File: src/rtl/fft_sequencer_pkg.sv
// Shared definitions for the FFT phase sequencer: AGU modes, phase encodings, run lengths.
// The TWID phase encoding exists only when FFT_SEQ_TWIDDLE_LOAD_EN is defined.
package fft_sequencer_pkg;

  localparam int AGU_MODE_WIDTH = 2;
  localparam logic [AGU_MODE_WIDTH-1:0] AGU_MODE_OP_RAM  = 2'd0;
  localparam logic [AGU_MODE_WIDTH-1:0] AGU_MODE_ROM_RAM = 2'd1;
  localparam logic [AGU_MODE_WIDTH-1:0] AGU_MODE_BF_RAM  = 2'd2;
  localparam logic [AGU_MODE_WIDTH-1:0] AGU_MODE_RAM_OP  = 2'd3;

  localparam int FFT_SEQ_PHASE_WIDTH = 3;

  typedef enum logic [FFT_SEQ_PHASE_WIDTH-1:0] {
    PH_IDLE   = 3'd0,
    PH_LOAD   = 3'd1,
`ifdef FFT_SEQ_TWIDDLE_LOAD_EN
    PH_TWID   = 3'd2,
`endif
    PH_BF     = 3'd3,
    PH_UNLOAD = 3'd4,
    PH_FIN    = 3'd5
  } fft_seq_phase_e;

  typedef enum logic [1:0] {SS_RST, SS_GO, SS_RUN} fft_seq_step_e;

  function automatic int load_run_len(input int n);
    return n;
  endfunction

  function automatic int twid_run_len(input int rom_words);
    return rom_words;
  endfunction

  // Eight cycles per butterfly slot, N/2 butterflies per stage, plus write-back drain.
  function automatic int bf_run_len(input int n, input int log_n, input int drain);
    return log_n * (n / 2) * 8 + drain;
  endfunction

  // One extra cycle covers the RAM read latency of the final word.
  function automatic int unload_run_len(input int n);
    return n + 1;
  endfunction

  function automatic int bf_stage_shift(input int n);
    return $clog2((n / 2) * 8);
  endfunction

endpackage

File: src/rtl/fft_sequencer_phase_counter.sv
// Phase cycle counter: clear loads a new terminal limit, enable counts up, tc flags the limit.
module fft_seq_phase_counter #(
  parameter int CNT_W = 16
) (
  input  logic             clk,
  input  logic             reset,
  input  logic             clr,
  input  logic             en,
  input  logic [CNT_W-1:0] limit,
  output logic [CNT_W-1:0] count,
  output logic             tc
);

  logic [CNT_W-1:0] lim_q;

  always_ff @(posedge clk) begin
    if (reset) begin
      count <= '0;
      lim_q <= '0;
    end else if (clr) begin
      count <= '0;
      lim_q <= limit;
    end else if (en) begin
      count <= count + CNT_W'(1);
    end
  end

  assign tc = en && (count == lim_q);

endmodule

File: src/rtl/fft_sequencer.sv
// Phase controller for the radix-2 FFT core: LOAD, (TWID), BF, UNLOAD, each as RST/GO/RUN.
// Define FFT_SEQ_TWIDDLE_LOAD_EN to include the ROM->RAM twiddle copy phase.
module fft_sequencer
  import fft_sequencer_pkg::*;
#(
  parameter int NO_OF_POINTS = 128,
  parameter int LOG_N        = 7,
  parameter int ROM_WORDS    = 128,
  parameter int BF_DRAIN     = 4,
  parameter int CNT_W        = 16
) (
  input  logic                      clk,
  input  logic                      reset,
  input  logic                      start,
  input  logic                      ifft,
  input  logic                      x_we_ram,
  output logic                      agu_reset,
  output logic                      agu_start,
  output logic [AGU_MODE_WIDTH-1:0] agu_mode,
  output logic                      agu_ifft,
  output logic                      agu_oe,
  output logic                      ram_we,
  output logic                      out_valid,
  output logic [2:0]                stage,
  output logic                      busy,
  output logic                      done
);

  localparam int LOAD_RUN   = load_run_len(NO_OF_POINTS);
  localparam int TWID_RUN   = twid_run_len(ROM_WORDS);
  localparam int BF_RUN     = bf_run_len(NO_OF_POINTS, LOG_N, BF_DRAIN);
  localparam int UNLOAD_RUN = unload_run_len(NO_OF_POINTS);
  localparam int STG_SHIFT  = bf_stage_shift(NO_OF_POINTS);
  localparam logic [CNT_W-1:0] STG_MAX = CNT_W'(LOG_N - 1);
  localparam logic [CNT_W-1:0] N_CNT   = CNT_W'(NO_OF_POINTS);
  localparam longint CNT_SPAN = longint'(1) << CNT_W;

  // The counter must reach RUN-1 of every phase without wrapping.
  if (longint'(LOAD_RUN) > CNT_SPAN || longint'(TWID_RUN) > CNT_SPAN ||
      longint'(BF_RUN) > CNT_SPAN || longint'(UNLOAD_RUN) > CNT_SPAN) begin : g_cnt_w_check
    $error("fft_sequencer: CNT_W=%0d too narrow for BF run of %0d cycles", CNT_W, BF_RUN);
  end

  fft_seq_phase_e   ph, nxt_ph;
  fft_seq_step_e    ss, nxt_ss;
  logic [CNT_W-1:0] cnt, nxt_cnt, lim, slot;
  logic             tc;

  function automatic fft_seq_phase_e phase_after(input fft_seq_phase_e p);
    case (p)
`ifdef FFT_SEQ_TWIDDLE_LOAD_EN
      PH_LOAD:   return PH_TWID;
      PH_TWID:   return PH_BF;
`else
      PH_LOAD:   return PH_BF;
`endif
      PH_BF:     return PH_UNLOAD;
      PH_UNLOAD: return PH_FIN;
      default:   return PH_IDLE;
    endcase
  endfunction

  function automatic logic [AGU_MODE_WIDTH-1:0] mode_of(input fft_seq_phase_e p);
    case (p)
`ifdef FFT_SEQ_TWIDDLE_LOAD_EN
      PH_TWID: return AGU_MODE_ROM_RAM;
`endif
      PH_BF:     return AGU_MODE_BF_RAM;
      PH_UNLOAD: return AGU_MODE_RAM_OP;
      default:   return AGU_MODE_OP_RAM;
    endcase
  endfunction

  fft_seq_phase_counter #(.CNT_W(CNT_W)) u_cnt (
    .clk   (clk),
    .reset (reset),
    .clr   (ss == SS_RST),
    .en    (ss == SS_RUN),
    .limit (lim),
    .count (cnt),
    .tc    (tc)
  );

  always_comb begin
    case (ph)
      PH_LOAD:   lim = CNT_W'(LOAD_RUN - 1);
`ifdef FFT_SEQ_TWIDDLE_LOAD_EN
      PH_TWID:   lim = CNT_W'(TWID_RUN - 1);
`endif
      PH_BF:     lim = CNT_W'(BF_RUN - 1);
      PH_UNLOAD: lim = CNT_W'(UNLOAD_RUN - 1);
      default:   lim = '0;
    endcase
  end

  // IDLE and FIN sit in SS_RST so the counter stays cleared between transforms.
  always_comb begin
    nxt_ph = ph;
    nxt_ss = ss;
    case (ph)
      PH_IDLE: if (start) begin
        nxt_ph = PH_LOAD;
        nxt_ss = SS_RST;
      end
      PH_FIN:  nxt_ph = PH_IDLE;
      default: begin
        case (ss)
          SS_RST:  nxt_ss = SS_GO;
          SS_GO:   nxt_ss = SS_RUN;
          default: if (tc) begin
            nxt_ph = phase_after(ph);
            nxt_ss = SS_RST;
          end
        endcase
      end
    endcase
  end

  // Outputs are registered, so they are decoded from the count the next cycle will carry.
  assign nxt_cnt = (ss == SS_RUN) ? cnt + CNT_W'(1) : '0;
  assign slot    = nxt_cnt >> STG_SHIFT;

  always_ff @(posedge clk) begin
    if (reset) begin
      ph        <= PH_IDLE;
      ss        <= SS_RST;
      agu_reset <= 1'b1;
      agu_start <= 1'b0;
      agu_mode  <= AGU_MODE_OP_RAM;
      agu_ifft  <= 1'b0;
      agu_oe    <= 1'b0;
      ram_we    <= 1'b0;
      out_valid <= 1'b0;
      stage     <= '0;
      busy      <= 1'b0;
      done      <= 1'b0;
    end else begin
      ph        <= nxt_ph;
      ss        <= nxt_ss;
      agu_reset <= (nxt_ss == SS_RST);
      agu_start <= (nxt_ss == SS_GO);
      if (nxt_ss == SS_RST && nxt_ph != PH_IDLE && nxt_ph != PH_FIN)
        agu_mode <= mode_of(nxt_ph);
      if (ph == PH_IDLE && start)
        agu_ifft <= ifft;
      agu_oe    <= (nxt_ph == PH_LOAD) || (nxt_ph == PH_BF)
`ifdef FFT_SEQ_TWIDDLE_LOAD_EN
                   || (nxt_ph == PH_TWID)
`endif
                   ;
      ram_we    <= 1'b0;
      out_valid <= 1'b0;
      stage     <= '0;
      if (nxt_ss == SS_RUN) begin
        case (nxt_ph)
          PH_LOAD:   ram_we <= 1'b1;
`ifdef FFT_SEQ_TWIDDLE_LOAD_EN
          PH_TWID:   ram_we <= 1'b1;
`endif
          PH_BF: begin
            ram_we <= x_we_ram;
            stage  <= (slot > STG_MAX) ? STG_MAX[2:0] : slot[2:0];
          end
          PH_UNLOAD: out_valid <= (nxt_cnt != '0) && (nxt_cnt <= N_CNT);
          default: ;
        endcase
      end
      busy      <= (nxt_ph != PH_IDLE);
      done      <= (nxt_ph == PH_FIN);
    end
  end

endmodule

File: config.mk
export PLATFORM = sky130hd
export DESIGN_NAME = fft_sequencer
export DESIGN_NICKNAME = d
export VERILOG_FILES = /design/src/rtl/fft_sequencer_pkg.sv /design/src/rtl/fft_sequencer_phase_counter.sv /design/src/rtl/fft_sequencer.sv
export SDC_FILE = /design/constraint.sdc
export NUM_CORES = 1
export LEC_CHECK = 0
export CAP_MARGIN = 10
export CELL_PAD_IN_SITES_DETAIL_PLACEMENT = 0
export CELL_PAD_IN_SITES_GLOBAL_PLACEMENT = 1
export CORE_ASPECT_RATIO = 1.4
export CORE_MARGIN = 4
export CORE_UTILIZATION = 39
export DETAILED_ROUTE_END_ITERATION = 16
export GPL_TIMING_DRIVEN = 0
export PLACE_DENSITY_LB_ADDON = 0.1
export SKIP_CTS_REPAIR_TIMING = 1
export SLEW_MARGIN = 20
export SYNTH_ARGS = -nofsm -noshare
export SYNTH_HDL_FRONTEND = slang
export SYNTH_SLANG_ARGS = --single-unit
File: constraint.sdc
create_clock -name clk -period 2.8 [get_ports clk]
set_input_delay 0.56 -clock clk [delete_from_list [all_inputs] [get_ports clk]]
set_output_delay 0.56 -clock clk [all_outputs]
set_load 0.02 [all_outputs]
==> flow_summary.ini <==
[critical_path]
worstRegToRegCells = 7
cpPeakStageDelay_ns = 0.53
crit_fanout = 6
slowest_stage = or4_1
path_depth = 7
r2r_start = u_cnt.count[9]$_SDFFE_PP0P_
critPathCapture = stage[0]$_SDFF_PP0_
start_kind = flip-flop
crit_path_end_kind = flip-flop
critPathTopFamily = simple AND/OR/NAND/NOR gates
path_class = flip-flop to flip-flop
crit_start = u_cnt.count[9]$_SDFFE_PP0P_
r2r_slack_ns = 0.13
critical_path_arrival_ns = 2.86
crit_chain = or4_1 -> a222oi_1 -> buf_4 -> nand4_2 -> xnor2_1 -> or4_4 -> a2111oi_2
cp.buffers_inverters = 1
required_ns = 2.99
r2r-end = stage[0]$_SDFF_PP0_

[synth]
syn_area_um2 = 2080
synth_compound_area_share_pct = 12.5
synthMuxAreaShare_pct = 4.44
synth_ff_type = dfxtp_1
yosys.area_share.simple_pct = 29.5
synth-seq-area-share_pct = 36.5
async_flop_share_pct = 0
synth_top_family_by_area = simple AND/OR/NAND/NOR gates
synthesis.nets = 264
synth_xor_area_share_pct = 10.1
synth_edf_count = 0
ys_warn_count = 0
syn_avg_cell_area_um2 = 8.17
synth_cell_types = 49
synth_cells = 255
synthAdderAreaFrac_pct = 2.40
synth-seq-cells = 38

[cells_and_area]
multi_input_area_um2 = 1260
drive_above_1_share_pct = 12.0
nets = 292
syn_to_final_growth_pct = 19.3
fill_cells = 555
design_area_um2 = 2490
utilization_pct = 47.9
seqCellArea_um2 = 761
antennaDiodeCount = 0
final_cell_mix = nor2_1, dfxtp_1, nand2_1

[drt]
routed_via_density = 5.36
drt_wl_total_um = 4980
avgRoutedWirePerCell_um = 14.2
num_vias = 1876
drt_pass1_iterations = 4
drt_iter0_markers = 139
drc = 0
final_antenna_net_count = 0

[grt]
overflow = 0
grt_max_degree = 12
antenna_found_initial = 0
grt_util_all_layers_pct = 16.0
grt_pass1_vias = 1803
grt_pass1_wl_um = 8530

[placed_design]
port_buffers = 16
gp_congestion = 0.786
place_area_um2 = 2330
dp.final_hpwl_um = 3750

[floorplanning]
core_area_um2 = 5200
num_rows = 31
ios = 18
initial_core_util_pct = 40.1
die_w_um = 69.8
die_h_um = 94.5
dieArea_um2 = 6600

[timing]
drv_slew = 0
setup_tns_ns = 0
hold_viol = 0
layout_min_cycle_time_ns = 2.67
timing.slew.headroom_pct = 44.6
setup_viol = 0
period_share_pct = 95.4
clock_skew_ns = 0.00540
fmax_mhz = 374
worst_pin_slew_ns = 0.820

[power]
ir_drop_uv = 204
power.static_leakage_nw = 0.959
power.total_mw = 1.05
p_per_area_nw_per_um2 = 422

[hold_path]
min_path_type = flip-flop to flip-flop
hold_depth = 2

[clock_tree]
cts.sinks = 38
path_clk_slew_ns = 0.07
cts_buffer_depth = 2
cts_max_level = 2
numCtsBuffers = 5
clk_latency_ns = 0.29
cts_tree = done
clockRootBuffer = clkbuf_8

[outcome]
status = finished, final reports clean

[job]
drv_cap = 0
==> synth_stat cells, types with 4 or more instances <==
cell / instances / area [µm²]
dfxtp_1: 38 / 761
nor2_1: 38 / 143
nand2_1: 22 / 82.6
xor2_1: 16 / 140
a21oi_1: 13 / 65.1
clkbuf_1: 10 / 37.5
nand4_1: 10 / 62.6
nand3_1: 8 / 40.0
nor3_1: 8 / 40.0
xnor2_1: 8 / 70.1
buf_2: 7 / 35.0
mux2i_1: 7 / 70.1
inv_1: 5 / 18.8
nand2b_1: 5 / 31.3
and3_1: 4 / 25.0
ha_1: 4 / 50.1
o21ai_0: 4 / 20.0
or4_1: 4 / 30.0
==> routing by layer <==
layer | vias up | global-route usage (%) | share of wire, %
met5 | - | 0 | 0
met4 | 0 | 7.51 | 2.4
met3 | 7 | 3.09 | 2.1
met2 | 23 | 29.7 | 53
met1 | 893 | 17.3 | 42
li1 | 953 | - | -
==> power by group <==
group	internal [mW]	switching, mW	total, mW	leakage [nW]
Clock	0.199	0.183	0.382	0.0482
Sequential	0.551	0.00618	0.558	0.308
Combinational	0.0471	0.0623	0.109	0.603
Total	0.797	0.252	1.05	0.959
==> worst min-delay path by stage <==
stage / startpoint / end / slack (ns)
2_1_floorplan: u_cnt.lim_q[10]$_SDFFE_PP0P_ / u_cnt.lim_q[10]$_SDFFE_PP0P_ / 0.45
3_3_place_gp: agu_mode[0]$_SDFFE_PP0P_ / agu_mode[0]$_SDFFE_PP0P_ / 0.47
3_5_place_dp: u_cnt.lim_q[10]$_SDFFE_PP0P_ / u_cnt.lim_q[10]$_SDFFE_PP0P_ / 0.48
4_1_cts: u_cnt.lim_q[10]$_SDFFE_PP0P_ / u_cnt.lim_q[10]$_SDFFE_PP0P_ / 0.49
5_1_grt: agu_mode[0]$_SDFFE_PP0P_ / agu_mode[0]$_SDFFE_PP0P_ / 0.53
6_report: agu_mode[0]$_SDFFE_PP0P_ / agu_mode[0]$_SDFFE_PP0P_ / 0.49
==> per-stage QoR <==
stage,hold WS [ns],worst slack (ns),cells
final,0.490,0.128,350
after global routing,0.533,-0.000629,350
after CTS,0.490,-0.448,345
after detailed placement,0.477,-0.406,337
after global placement,0.467,-0.414,337
after floorplan,0.455,0.0723,255
==> layout make-up <==
type	count	area share, %
multi-input cells	194	50.6
flip-flops and latches	38	30.6
repair buffers	21	7.95
clock buffers	7	3.47
well taps	66	3.32
plain buffers	17	2.97
inverters	6	0.905
clock inverters	1	0.201
==> state kept, by name, indices dropped and copies added, names as in the netlist, 2 cells and up <==
| register | flops |
|---|---|
| u_cnt.count | 16 |
| u_cnt.lim_q | 4 |
| ph | 3 |
| stage | 3 |
| agu_mode | 2 |
| ss | 2 |
==> worst register-to-register path, stage by stage (launching register included) <==
cell       delay, ns
dfxtp_1         0.38
or4_1           0.53
a222oi_1        0.33
buf_4           0.18
nand4_2         0.19
xnor2_1         0.18
or4_4           0.50
a2111oi_2       0.29
==> logic make-up after synthesis <==
group | after synthesis
AND/OR/NAND/NOR | 119
XOR/XNOR | 24
adder cells (fa/ha/maj) | 4
buffers and inverters | 23
flip-flops | 38
multiplexers | 9
AO/OA/AOI/OAI | 38
Note: power is estimated with default switching activity, not from simulation.
